<file path="src/rtl/rng_arbiter_if.sv">
// Bus between the RNG arbiter, its requesters and the RNG core.
// Parameters: NUM_BITS (random word width), NUM_REQ (requester count).
// Signals:
//   enable      arbiter enable
//   req/ack     per-requester level request and one-cycle completion pulse
//   err         timeout flag, qualified by ack
//   rdata       delivered word, valid while any ack bit is high
//   rng_enable  RNG enable (registered copy of enable)
//   rng_we      RNG read strobe
//   rng_do      RNG output word
//   rng_wait    RNG busy, word not yet valid
// Modports: slave = arbiter side, master = requester/RNG side.
interface rng_arbiter_if #(
  parameter int unsigned NUM_BITS = 32,
  parameter int unsigned NUM_REQ  = 2
);
  logic                enable;
  logic [NUM_REQ-1:0]  req;
  logic [NUM_REQ-1:0]  ack;
  logic                err;
  logic [NUM_BITS-1:0] rdata;
  logic                rng_enable;
  logic                rng_we;
  logic [NUM_BITS-1:0] rng_do;
  logic                rng_wait;

  modport slave (
    input  enable, req, rng_do, rng_wait,
    output ack, err, rdata, rng_enable, rng_we
  );

  modport master (
    output enable, req, rng_do, rng_wait,
    input  ack, err, rdata, rng_enable, rng_we
  );
endinterface

</file>
<file path="src/rtl/rng_arbiter.sv">
// Arbitrates up to four requesters for single random words from an RNG core.
// A grant raises rng_we until the RNG drops rng_wait (word captured) or the
// wait budget runs out (err set, word zeroed); the winner then gets a
// one-cycle ack carrying rdata/err.
// Ports: clk, resetn (synchronous, active low), bus (rng_arbiter_if.slave).
// Parameters: NUM_BITS (word width), NUM_REQ (2..4), TIMEOUT (2..255).
// Optional feature: define RNG_ARB_ROUNDROBIN_EN for round-robin arbitration;
// without it the lowest requesting index wins.
module rng_arbiter #(
  parameter int unsigned NUM_BITS = 32,
  parameter int unsigned NUM_REQ  = 2,
  parameter int unsigned TIMEOUT  = 16
) (
  input  logic         clk,
  input  logic         resetn,
  rng_arbiter_if.slave bus
);

  localparam int unsigned IDX_W = (NUM_REQ > 1) ? $clog2(NUM_REQ) : 1;
  localparam int unsigned CNT_W = (TIMEOUT > 2) ? $clog2(TIMEOUT) : 1;

  typedef enum logic [1:0] {IDLE, READ, DONE} state_t;

  state_t              state_q, state_d;
  logic [IDX_W-1:0]    win_q, win_d;
  logic [CNT_W-1:0]    cnt_q, cnt_d;
  logic                to_q, to_d;
  logic [NUM_BITS-1:0] rdata_q, rdata_d;
  logic                err_q, err_d;
  logic [NUM_REQ-1:0]  ack_q, ack_d;
  logic                we_q, we_d;
  logic                en_q;

  logic                grant_found;
  logic [IDX_W-1:0]    grant_idx;

`ifdef RNG_ARB_ROUNDROBIN_EN
  logic [IDX_W-1:0]    ptr_q, ptr_d;
`endif

  // Winner select: scan from the start index with wrap; the last hit in the
  // descending scan is the one closest to the start.
  always_comb begin
    int start;
    grant_found = |bus.req;
    grant_idx   = '0;
`ifdef RNG_ARB_ROUNDROBIN_EN
    start = int'(ptr_q);
`else
    start = 0;
`endif
    for (int i = int'(NUM_REQ) - 1; i >= 0; i--) begin
      int j;
      j = start + i;
      if (j >= int'(NUM_REQ)) j = j - int'(NUM_REQ);
      if (bus.req[j]) grant_idx = IDX_W'(j);
    end
  end

  // Next-state and next-output logic.
  always_comb begin
    state_d = state_q;
    win_d   = win_q;
    cnt_d   = cnt_q;
    to_d    = to_q;
    rdata_d = rdata_q;
    we_d    = we_q;
    ack_d   = '0;
    err_d   = 1'b0;
`ifdef RNG_ARB_ROUNDROBIN_EN
    ptr_d   = ptr_q;
`endif
    case (state_q)
      IDLE: begin
        if (bus.enable && grant_found) begin
          state_d = READ;
          win_d   = grant_idx;
          we_d    = 1'b1;
          cnt_d   = '0;
          to_d    = 1'b0;
`ifdef RNG_ARB_ROUNDROBIN_EN
          // Pointer holds the next search start: one past the winner.
          ptr_d   = (int'(grant_idx) == int'(NUM_REQ) - 1) ? '0 : grant_idx + IDX_W'(1);
`endif
        end
      end
      READ: begin
        if (!bus.rng_wait) begin
          rdata_d = bus.rng_do;
          state_d = DONE;
          we_d    = 1'b0;
        end else if (cnt_q == CNT_W'(TIMEOUT - 2)) begin
          // Counter would reach TIMEOUT-1 at this edge: give up.
          rdata_d = '0;
          to_d    = 1'b1;
          state_d = DONE;
          we_d    = 1'b0;
        end else begin
          cnt_d = cnt_q + CNT_W'(1);
        end
      end
      DONE: begin
        ack_d   = NUM_REQ'(1) << win_q;
        err_d   = to_q;
        cnt_d   = '0;
        state_d = IDLE;
      end
      default: begin
        state_d = IDLE;
        we_d    = 1'b0;
      end
    endcase
  end

  // State and output registers.
  always_ff @(posedge clk) begin
    if (!resetn) begin
      state_q <= IDLE;
      win_q   <= '0;
      cnt_q   <= '0;
      to_q    <= 1'b0;
      rdata_q <= '0;
      err_q   <= 1'b0;
      ack_q   <= '0;
      we_q    <= 1'b0;
      en_q    <= 1'b0;
`ifdef RNG_ARB_ROUNDROBIN_EN
      ptr_q   <= '0;
`endif
    end else begin
      state_q <= state_d;
      win_q   <= win_d;
      cnt_q   <= cnt_d;
      to_q    <= to_d;
      rdata_q <= rdata_d;
      err_q   <= err_d;
      ack_q   <= ack_d;
      we_q    <= we_d;
      en_q    <= bus.enable;
`ifdef RNG_ARB_ROUNDROBIN_EN
      ptr_q   <= ptr_d;
`endif
    end
  end

  assign bus.ack        = ack_q;
  assign bus.err        = err_q;
  assign bus.rdata      = rdata_q;
  assign bus.rng_we     = we_q;
  assign bus.rng_enable = en_q;

endmodule
</file>
<file path="src/flat_wrapper.sv">
// flat-port wrapper written by rule: the top's interface ports become plain ports
module rng_arbiter_flat 
#(
  parameter int unsigned NUM_BITS = 32,
  parameter int unsigned NUM_REQ  = 2,
  parameter int unsigned TIMEOUT  = 16
)
  (clk, resetn, bus_enable, bus_req, bus_rng_do, bus_rng_wait, bus_ack, bus_err, bus_rdata, bus_rng_enable, bus_rng_we);
  rng_arbiter_if #(.NUM_BITS(NUM_BITS), .NUM_REQ(NUM_REQ)) bus_i ();
  input  logic clk;
  input  logic resetn;
  input wire logic [$bits(bus_i.enable)-1:0] bus_enable;
  input wire logic [$bits(bus_i.req)-1:0] bus_req;
  input wire logic [$bits(bus_i.rng_do)-1:0] bus_rng_do;
  input wire logic [$bits(bus_i.rng_wait)-1:0] bus_rng_wait;
  output wire logic [$bits(bus_i.ack)-1:0] bus_ack;
  output wire logic [$bits(bus_i.err)-1:0] bus_err;
  output wire logic [$bits(bus_i.rdata)-1:0] bus_rdata;
  output wire logic [$bits(bus_i.rng_enable)-1:0] bus_rng_enable;
  output wire logic [$bits(bus_i.rng_we)-1:0] bus_rng_we;
  assign bus_i.enable = bus_enable;
  assign bus_i.req = bus_req;
  assign bus_i.rng_do = bus_rng_do;
  assign bus_i.rng_wait = bus_rng_wait;
  assign bus_ack = bus_i.ack;
  assign bus_err = bus_i.err;
  assign bus_rdata = bus_i.rdata;
  assign bus_rng_enable = bus_i.rng_enable;
  assign bus_rng_we = bus_i.rng_we;
  rng_arbiter #(.NUM_BITS(NUM_BITS), .NUM_REQ(NUM_REQ), .TIMEOUT(TIMEOUT)) u_core (.clk(clk), .resetn(resetn), .bus(bus_i));
endmodule
</file>
<file path="config.mk">
export PLATFORM = sky130hd
export DESIGN_NAME = rng_arbiter_flat
export DESIGN_NICKNAME = d
export VERILOG_FILES = /design/src/rtl/rng_arbiter_if.sv /design/src/rtl/rng_arbiter.sv /design/src/flat_wrapper.sv
export SDC_FILE = /design/constraint.sdc
export NUM_CORES = 1
export LEC_CHECK = 0
export CAP_MARGIN = 10
export CORE_UTILIZATION = 31
export DETAILED_ROUTE_END_ITERATION = 8
export PLACE_DENSITY = 0.69
export SLEW_MARGIN = 20
export SYNTH_ARGS = -nofsm -noshare
export SYNTH_HDL_FRONTEND = slang
export SYNTH_SLANG_ARGS = --single-unit
</file>
<file path="constraint.sdc">
create_clock -name clk -period 3.48 [get_ports clk]
set_input_delay 0.696 -clock clk [delete_from_list [all_inputs] [get_ports clk]]
set_output_delay 0.696 -clock clk [all_outputs]
set_load 0.05 [all_outputs]
</file>
==> impl_metrics.ini, run 1 <==
[outcome]
status = finished, final reports clean

[clock_network]
clkSinkCount = 45
cts_buffer_depth = 2
cts_tree = yes
htreeDepth = 2
clock_latency_ns = 0.29
cts_resized = 0
cts_setup_buffers = 0
cts_hold_buffers = 0
cts-buffers-inserted = 5
path_clk_slew_ns = 0.08
cts_root_buf = clkbuf_8

[finish]
fillers = 459
diodes = 0
multi_input_area_um2 = 556.8
regArea_um2 = 900.9
fin_nets = 251
area_delta_synth_final_pct = 57.26
drive_gt1_share_pct = 6.604
final_area_um2 = 2426

[routing]
postRouteAntennaNets = 0
drtIter0Drc = 33
vias_per_cell = 4.663
drtPass1Iterations = 4
wl_per_cell_um = 12.04
drcViolationCount = 0
vias = 1301
routed_wl_um = 3358

[logic_synthesis]
synth_nets = 175
synth_area_um2 = 1543
ys_seq_elements = 45
synthCells = 135
synth.largest_area_cell = dfxtp_1
synth_top_cell_area_share_pct = 58.39
yosys_warnings = 0
synthesis.area_per_instance_um2 = 11.43
synthDistinctLibCells = 26
yosys-top-cells-area = dfxtp_1 (58%), a22o_1 (18%), buf_6 (4.4%), a21oi_1 (2.6%), nand2_1 (2.4%)
seq_area_frac_synth_pct = 58.39

[critical_path]
max_stage_delay_ns = 0.65
crit_required_ns = 3.71
r2r-end = u_core.bus.rdata[22]$_SDFFE_PN0P_
r2r_slack_ns = 1.65
critPathKind = primary input to flip-flop
cp_max_fo = 21
worstPathArrival_ns = 2.43
reg2reg_depth = 7
endpoint_kind = flip-flop
start_kind = primary input
timing.rr.start = u_core.cnt_q[0]$_SDFFE_PN0P_
crit_chain = clkdlybuf4s50_1 > inv_1 > nor2_2 > buf_12 > a22o_1
crit_path_top_delay_cell = clkdlybuf4s50_1

[min_path]
min_to = u_core.bus.ack[0]$_SDFF_PN0_
hold_path_startpoint = u_core.win_q$_SDFFE_PN0P_
worstHoldPathType = flip-flop to flip-flop
whs_path_depth = 1

[sta]
min_period_ns = 2.198
hold_viol = 0
fmax_ghz = 0.4549
setup_viol_count_final = 0
fin_worst_skew_ns = 0.005823
min_period_over_period_pct = 63.17
finalSetupTns_ns = 0
worstMarginPinSlew_ns = 0.5867
rsz0062_at_grt = no
slew_headroom_pct = 60.85
layout_setup_ws_ns = 1.282
slew_viol_final = 0

[global_route]
grt_pass1_vias = 1208
grt.total_usage_pct = 13.41
grt_pass1_wl_um = 5540
grt_max_degree = 31
antenna_found_initial = 0
grt-ovfl-total = 0

[floorplan]
die-height_um = 72.55
start_util_pct = 32.45
io_pins = 75
dieArea_um2 = 5263
core_area_um2 = 4755
rows = 25
die_width_um = 72.55

[placement]
placed_area_um2 = 2325
gp_congestion = 0.8207
hpwl_um = 2412
dp_slack_ns = 0.9470
place.port_buffers = 74

[power_and_ir_drop]
power_density_nw_per_um2 = 432.8
p_leak_nw = 0.9398
ir_worst_vdd_mv = 0.1519
finalPower_mw = 1.050

[job]
cap_violations = 0
-- placed cells by master (no fill, tap or decap), types with 3 or more instances in the layout --
master,synthesis,routed
nand3_1,3,3
nand2_1,10,10
a21oi_1,8,8
inv_1,4,4
clkbuf_8,0,7
a22o_1,32,32
nor2b_1,3,3
clkdlybuf4s50_1,0,74
dfxtp_1,45,45
-- metrics by stage --
stage,std cells,utilization [%],hold slack [ns]
after floorplan,135,-,0.4035
after global placement,271,48.89,0.4232
after detailed placement,271,48.89,0.4239
after CTS,279,51.03,0.4386
after global routing,279,51.03,0.4687
final,279,51.03,0.4389
-- flip-flops by register name, summed over array words and instances, names as in the netlist --
name / flops
u_core.bus.rdata: 32
u_core.cnt_q: 4
u_core.bus.ack: 2
u_core.state_q: 2
u_core.bus.err: 1
u_core.bus.rng_enable: 1
u_core.bus.rng_we: 1
u_core.to_q: 1
u_core.win_q: 1
-- routing by layer --
metal | global-route usage [%] | share of wire (%) | wire length [um] | vias to the layer above
met5 | 0 | 0 | 0 | -
met4 | 4.793 | 1.1 | 38 | 0
met3 | 4.722 | 7.0 | 235 | 4
met2 | 20.15 | 45 | 1497 | 46
met1 | 17.76 | 47 | 1587 | 603
li1 | - | - | - | 648
-- synth_stat cells (all sizes together) --
cell type / count
a211oi: 2
a21oi: 8
a221oi: 1
a22o: 32
and2: 1
and2b: 1
and3: 2
buf: 7
dfxtp: 45
ha: 2
inv: 4
nand2: 10
nand2b: 1
nand3: 4
nor2: 3
nor2b: 3
nor3: 1
nor3b: 1
o211a: 1
o21ai: 2
o22ai: 2
or2: 1
or3: 1
-- final cells by class --
| cell class | count | area share [%] |
|---|---|---|
| Sequential cell | 45 | 37.13 |
| Timing Repair Buffer | 76 | 31.67 |
| Multi-Input combinational cell | 79 | 22.95 |
| Clock buffer | 7 | 3.971 |
| Tap cell | 67 | 3.455 |
| Inverter | 4 | 0.6189 |
| Clock inverter | 1 | 0.2063 |
-- kinds of logic after synthesis --
logic type,after synthesis,synth area share [%]
adders and majority gates,2,1.622
AOI/OAI and AO/OA,48,24.41
DFF,45,58.39
and+or+nand+nor,29,9.896
buffers and inverters,11,5.676
-- worst max-delay path by stage --
stage / slack (ns) / end / cells after the start / from
2_1_floorplan: 2.00 / u_core.cnt_q[0]$_SDFFE_PN0P_ / 4 / bus_req[1]
3_3_place_gp: 1.02 / u_core.bus.rdata[31]$_SDFFE_PN0P_ / 5 / resetn
3_5_place_dp: 0.95 / u_core.bus.rdata[22]$_SDFFE_PN0P_ / 5 / resetn
4_1_cts: 1.24 / u_core.bus.rdata[22]$_SDFFE_PN0P_ / 5 / resetn
5_1_grt: 1.11 / u_core.bus.rdata[2]$_SDFFE_PN0P_ / 5 / resetn
6_report: 1.28 / u_core.bus.rdata[22]$_SDFFE_PN0P_ / 5 / resetn
-- power by group --
group | switching [mW] | total, mW | internal [mW]
clock | 0.161 | 0.340 | 0.179
sequential | 0.00975 | 0.541 | 0.532
combinational | 0.0903 | 0.169 | 0.0783
-- worst max-delay path, delay by kind of cell --
family / cells / cell delay [ns]
AO/OA/AOI/OAI: 1 / 0.15
AND/OR/NAND/NOR: 1 / 0.51
buffers and inverters: 3 / 1.05
(Power assumes the default switching activity.)
==> run 2, diff against run 1 <==
Clock period 3.48 ns to 2.2 ns, I/O delays scaled along.
==> impl_metrics.ini, run 2 (synthesis gave the netlist of run 1 again) <==
[outcome]
status = finished, final reports clean

[routing]
routed_wl_um = 3364
drtPass1Iterations = 4
drtIter0Drc = 48
drcViolationCount = 0
wl_per_cell_um = 11.93
vias_per_cell = 4.518
vias = 1274
postRouteAntennaNets = 0

[global_route]
antenna_found_initial = 0
grt.total_usage_pct = 13.21
grt_pass1_vias = 1172
grt-ovfl-total = 0
grt_max_degree = 30
grt_pass1_wl_um = 5333

[finish]
layout_common_cells = clkdlybuf4s50_1 (74), dfxtp_1 (45), a22o_1 (32), nand2_1 (10), a21oi_1 (8)
diodes = 0
layout.cells.most_common = clkdlybuf4s50_1
fillers = 451
area_delta_synth_final_pct = 57.83
drive_gt1_share_pct = 7.442
multi_input_area_um2 = 556.8
regArea_um2 = 900.9
final_util_pct = 51.21
layout.cells.non_filler = 282
largest_reg_flops = 32
fin_nets = 254

[clock_network]
cts_tree = yes
path_clk_slew_ns = 0.08
cts-buffers-inserted = 5
cts_buffer_depth = 2
cts_setup_buffers = 0
cts_root_buf = clkbuf_8
htreeDepth = 2
clock_latency_ns = 0.29
cts_resized = 0
clkSinkCount = 45
cts_hold_buffers = 0

[floorplan]
start_util_pct = 32.45
dieArea_um2 = 5263
io_pins = 75
core_area_um2 = 4755
die_width_um = 72.55
rows = 25
die-height_um = 72.55

[power_and_ir_drop]
intPower_mw = 1.190
p_leak_nw = 0.9364
switching_share_pct = 26.45
finalPower_mw = 1.618
switchingPower_mw = 0.4278
combPwrFrac_pct = 16.5
ir_worst_vdd_mv = 0.3249
power_density_nw_per_um2 = 664.4
p_seq_share_pct = 52.9
pwr-share-clk_pct = 30.6

[critical_path]
crit_required_ns = 1.76
timing.rr.start = u_core.cnt_q[0]$_SDFFE_PN0P_
worstPathArrival_ns = 1.45
endpoint_kind = primary output
reg2reg_depth = 7
critPathKind = flip-flop to primary output
start_kind = flip-flop
cp_max_fo = 2
crit_chain = clkdlybuf4s50_1
crit_path_top_delay_cell = clkdlybuf4s50_1
r2r-end = u_core.bus.rdata[7]$_SDFFE_PN0P_
crit_buf_inv = 1
r2r_slack_ns = 0.66
cp_top_family = buffers and inverters
max_stage_delay_ns = 0.82

[placement]
post-place-cells = 274
hpwl_um = 2422
place.port_buffers = 74
gp_congestion = 0.8657

[sta]
slew_headroom_pct = 65.21
rsz0062_at_grt = no
worstMarginPinSlew_ns = 0.5203
fmax_ghz = 0.5295
setup_viol_count_final = 0
min_period_over_period_pct = 85.84
finalSetupTns_ns = 0
slew_viol_final = 0
fin_worst_skew_ns = 0.005558
min_period_ns = 1.888
hold_viol = 0

[job]
cap_violations = 0

[min_path]
min_to = u_core.bus.ack[0]$_SDFF_PN0_
hold_path_startpoint = u_core.win_q$_SDFFE_PN0P_
whs_path_depth = 1
worstHoldPathType = flip-flop to flip-flop
## run 2: cell types whose count changed in the layout (fill, tap and decap cells not counted), sizes merged
cell / change
buf: +3
clkinvlp: +2
clkbuf: -1
clkinv: -1
## run 2: how the worst max path moves through the flow
| stage | startpoint | endpoint | slack [ns] | cells after the start |
|---|---|---|---|---|
| 2_1_floorplan | u_core.cnt_q[0]$_SDFFE_PN0P_ | u_core.bus.rdata[0]$_SDFFE_PN0P_ | 0.75 | 7 |
| 3_3_place_gp | bus_rng_wait | u_core.bus.rdata[5]$_SDFFE_PN0P_ | 0.40 | 5 |
| 3_5_place_dp | bus_rng_wait | u_core.bus.rdata[7]$_SDFFE_PN0P_ | 0.39 | 5 |
| 4_1_cts | u_core.bus.rdata[9]$_SDFFE_PN0P_ | bus_rdata[9] | 0.29 | 1 |
| 5_1_grt | u_core.bus.rdata[4]$_SDFFE_PN0P_ | bus_rdata[4] | 0.26 | 1 |
| 6_report | u_core.bus.rdata[21]$_SDFFE_PN0P_ | bus_rdata[21] | 0.31 | 1 |
## run 2: per-stage QoR
stage               hold WS [ns]  instance area (um^2)  setup WS, ns
floorplan                 0.4035                  1543        0.7510
global placement          0.4271                  2347        0.3977
detailed placement        0.4343                  2347        0.3856
CTS                       0.4461                  2435        0.2937
global route              0.4691                  2435        0.2615
finish                    0.4383                  2435        0.3115
## run 2: final cells by class
cell class | count | area share (%)
clock buffer | 6 | 2.980
sequential | 45 | 37.00
multi-input combinational | 79 | 22.87
timing repair buffer | 79 | 32.48
clock inverter | 2 | 0.6166
inverter | 4 | 0.6166
tap | 67 | 3.443
## run 2: per-layer routing
layer	track usage, %	wire length (um)	vias up
met5	0	0	-
met4	6.754	51	0
met3	4.306	230	7
met2	19.31	1451	43
met1	17.34	1630	571
li1	-	-	653
## run 2: power by group through the flow
stage	clock, mW	sequential [mW]	combinational (mW)
4_1_cts	0.522	0.856	0.270
3_3_place_gp	0	0.875	0.269
2_1_floorplan	0	0.954	0.0659
3_5_place_dp	0	0.875	0.269
5_1_grt	0.553	0.860	0.284
6_report	0.494	0.856	0.268
==> run 3, diff against run 2 <==
Settings changed: CORE_UTILIZATION 31 to 39, PLACE_DENSITY 0.69 to 0.83.
==> impl_metrics.ini, run 3 (synthesis gave the netlist of run 1 again) <==
[sta]
slew_headroom_pct = 65.37
worstMarginPinSlew_ns = 0.5179
rsz0062_at_grt = no
hold_viol = 0
fin_worst_skew_ns = 0.008484
hold_slack_ns = 0.4495
min_period_over_period_pct = 86.02
slew_viol_final = 0
min_period_ns = 1.892
setup_viol_count_final = 0
finalSetupTns_ns = 0
fmax_ghz = 0.5284

[floorplan]
core_area_um2 = 3716
die_width_um = 64.90
die-height_um = 64.90
rows = 22
start_util_pct = 41.52
dieArea_um2 = 4211
io_pins = 75

[critical_path]
critPathKind = flip-flop to primary output
crit_path_top_delay_cell = clkdlybuf4s50_1
crit_buf_inv = 1
startpoint = u_core.bus.rdata[29]$_SDFFE_PN0P_
worstPathArrival_ns = 1.45
endpoint_kind = primary output
max_stage_delay_ns = 0.81
r2r_slack_ns = 0.62
start_kind = flip-flop
crit_chain = clkdlybuf4s50_1
cp_max_fo = 2
crit_required_ns = 1.76
cp_top_family = buffers and inverters
timing.rr.start = u_core.cnt_q[0]$_SDFFE_PN0P_

[global_route]
grt.total_usage_pct = 18.69
grt_max_degree = 33
grt_pass1_vias = 1198
grt_pass1_wl_um = 5934
antenna_found_initial = 0
grt-ovfl-total = 0

[clock_network]
cts_setup_buffers = 0
cts_root_buf = clkbuf_8
path_clk_slew_ns = 0.08
htreeDepth = 2
cts-buffers-inserted = 5
clock_latency_ns = 0.29
cts_buffer_depth = 2
cts_hold_buffers = 0
cts_resized = 0
cts_tree = yes
clkSinkCount = 45

[routing]
drtIter0Drc = 99
wl_met1_um = 1620
routed_wl_um = 3612
wl_per_cell_um = 13.84
postRouteAntennaNets = 0
drtPass1Iterations = 4
drcViolationCount = 0
vias_per_cell = 5.123
top_layer = met4
vias = 1337
wl_met2_um = 1627
route.met3.wl_um = 297

[placement]
place.port_buffers = 74
placed_area_um2 = 2308
gp_congestion = 0.8093
hpwl_um = 2701

[finish]
area_delta_synth_final_pct = 54.99
regArea_um2 = 900.9
layout.cells.most_common = clkdlybuf4s50_1
fin_nets = 252
layout_common_cells = clkdlybuf4s50_1 (74), dfxtp_1 (45), a22o_1 (32), nand2_1 (10), a21oi_1 (8)
largest_reg_flops = 32
drive_gt1_share_pct = 6.573
multi_input_area_um2 = 556.8
final_area_um2 = 2391
fillers = 306
diodes = 0

[job]
cap_violations = 0

[power_and_ir_drop]
switching_share_pct = 26.20
ir_worst_vdd_mv = 0.3889
p_leak_nw = 0.9359
intPower_mw = 1.186
combPwrFrac_pct = 16.7
p_seq_share_pct = 53.3
power_density_nw_per_um2 = 672.0
switchingPower_mw = 0.4209
pwr-share-clk_pct = 30.0

[outcome]
status = finished, final reports clean

[min_path]
hold_path_startpoint = u_core.win_q$_SDFFE_PN0P_
worstHoldPathType = flip-flop to flip-flop
## run 3: changes by cell type in the layout (fill, tap and decap cells not counted)
cell,previous run,this run
clkinvlp_4,2,0
buf_4,4,2
clkinv_2,0,2
## run 3: final timing paths
kind                                                     endpoint  cells past startpoint
worst min register to register       u_core.bus.ack[0]$_SDFF_PN0_                      1
worst min-delay path                 u_core.bus.ack[0]$_SDFF_PN0_                      1
worst max register to register  u_core.bus.rdata[12]$_SDFFE_PN0P_                      7
worst max-delay path                                bus_rdata[29]                      1
## run 3: area by class of cell
type	instances	area share [%]
sequential	45	37.68
multi-input combinational	79	23.29
clock buffer	6	3.035
clock inverter	2	0.4186
inverter	4	0.6279
tap	48	2.512
timing repair buffer	77	32.44
## run 3: metrics by stage
stage	power, mW	util (%)	std cells	worst slack [ns]
after detailed placement	1.143	62.12	253	0.3015
after global placement	1.141	62.12	253	0.3156
after CTS	1.613	64.34	261	0.3013
final	1.607	64.34	261	0.3076
after floorplan	1.020	-	135	0.7510
after global routing	1.669	64.34	261	0.2605
## run 3: layer usage
layer | GRT usage [%] | vias up
met5 | 0 | -
met4 | 8.333 | 0
met3 | 5.106 | 5
met2 | 28.52 | 64
met1 | 24.42 | 621
li1 | - | 647
## run 3: power groups by stage
stage	combinational (mW)	clock, mW	sequential, mW
CTS	0.269	0.488	0.857
floorplan	0.0659	0	0.954
global route	0.284	0.525	0.861
global placement	0.266	0	0.875
finish	0.268	0.482	0.857
detailed placement	0.267	0	0.876
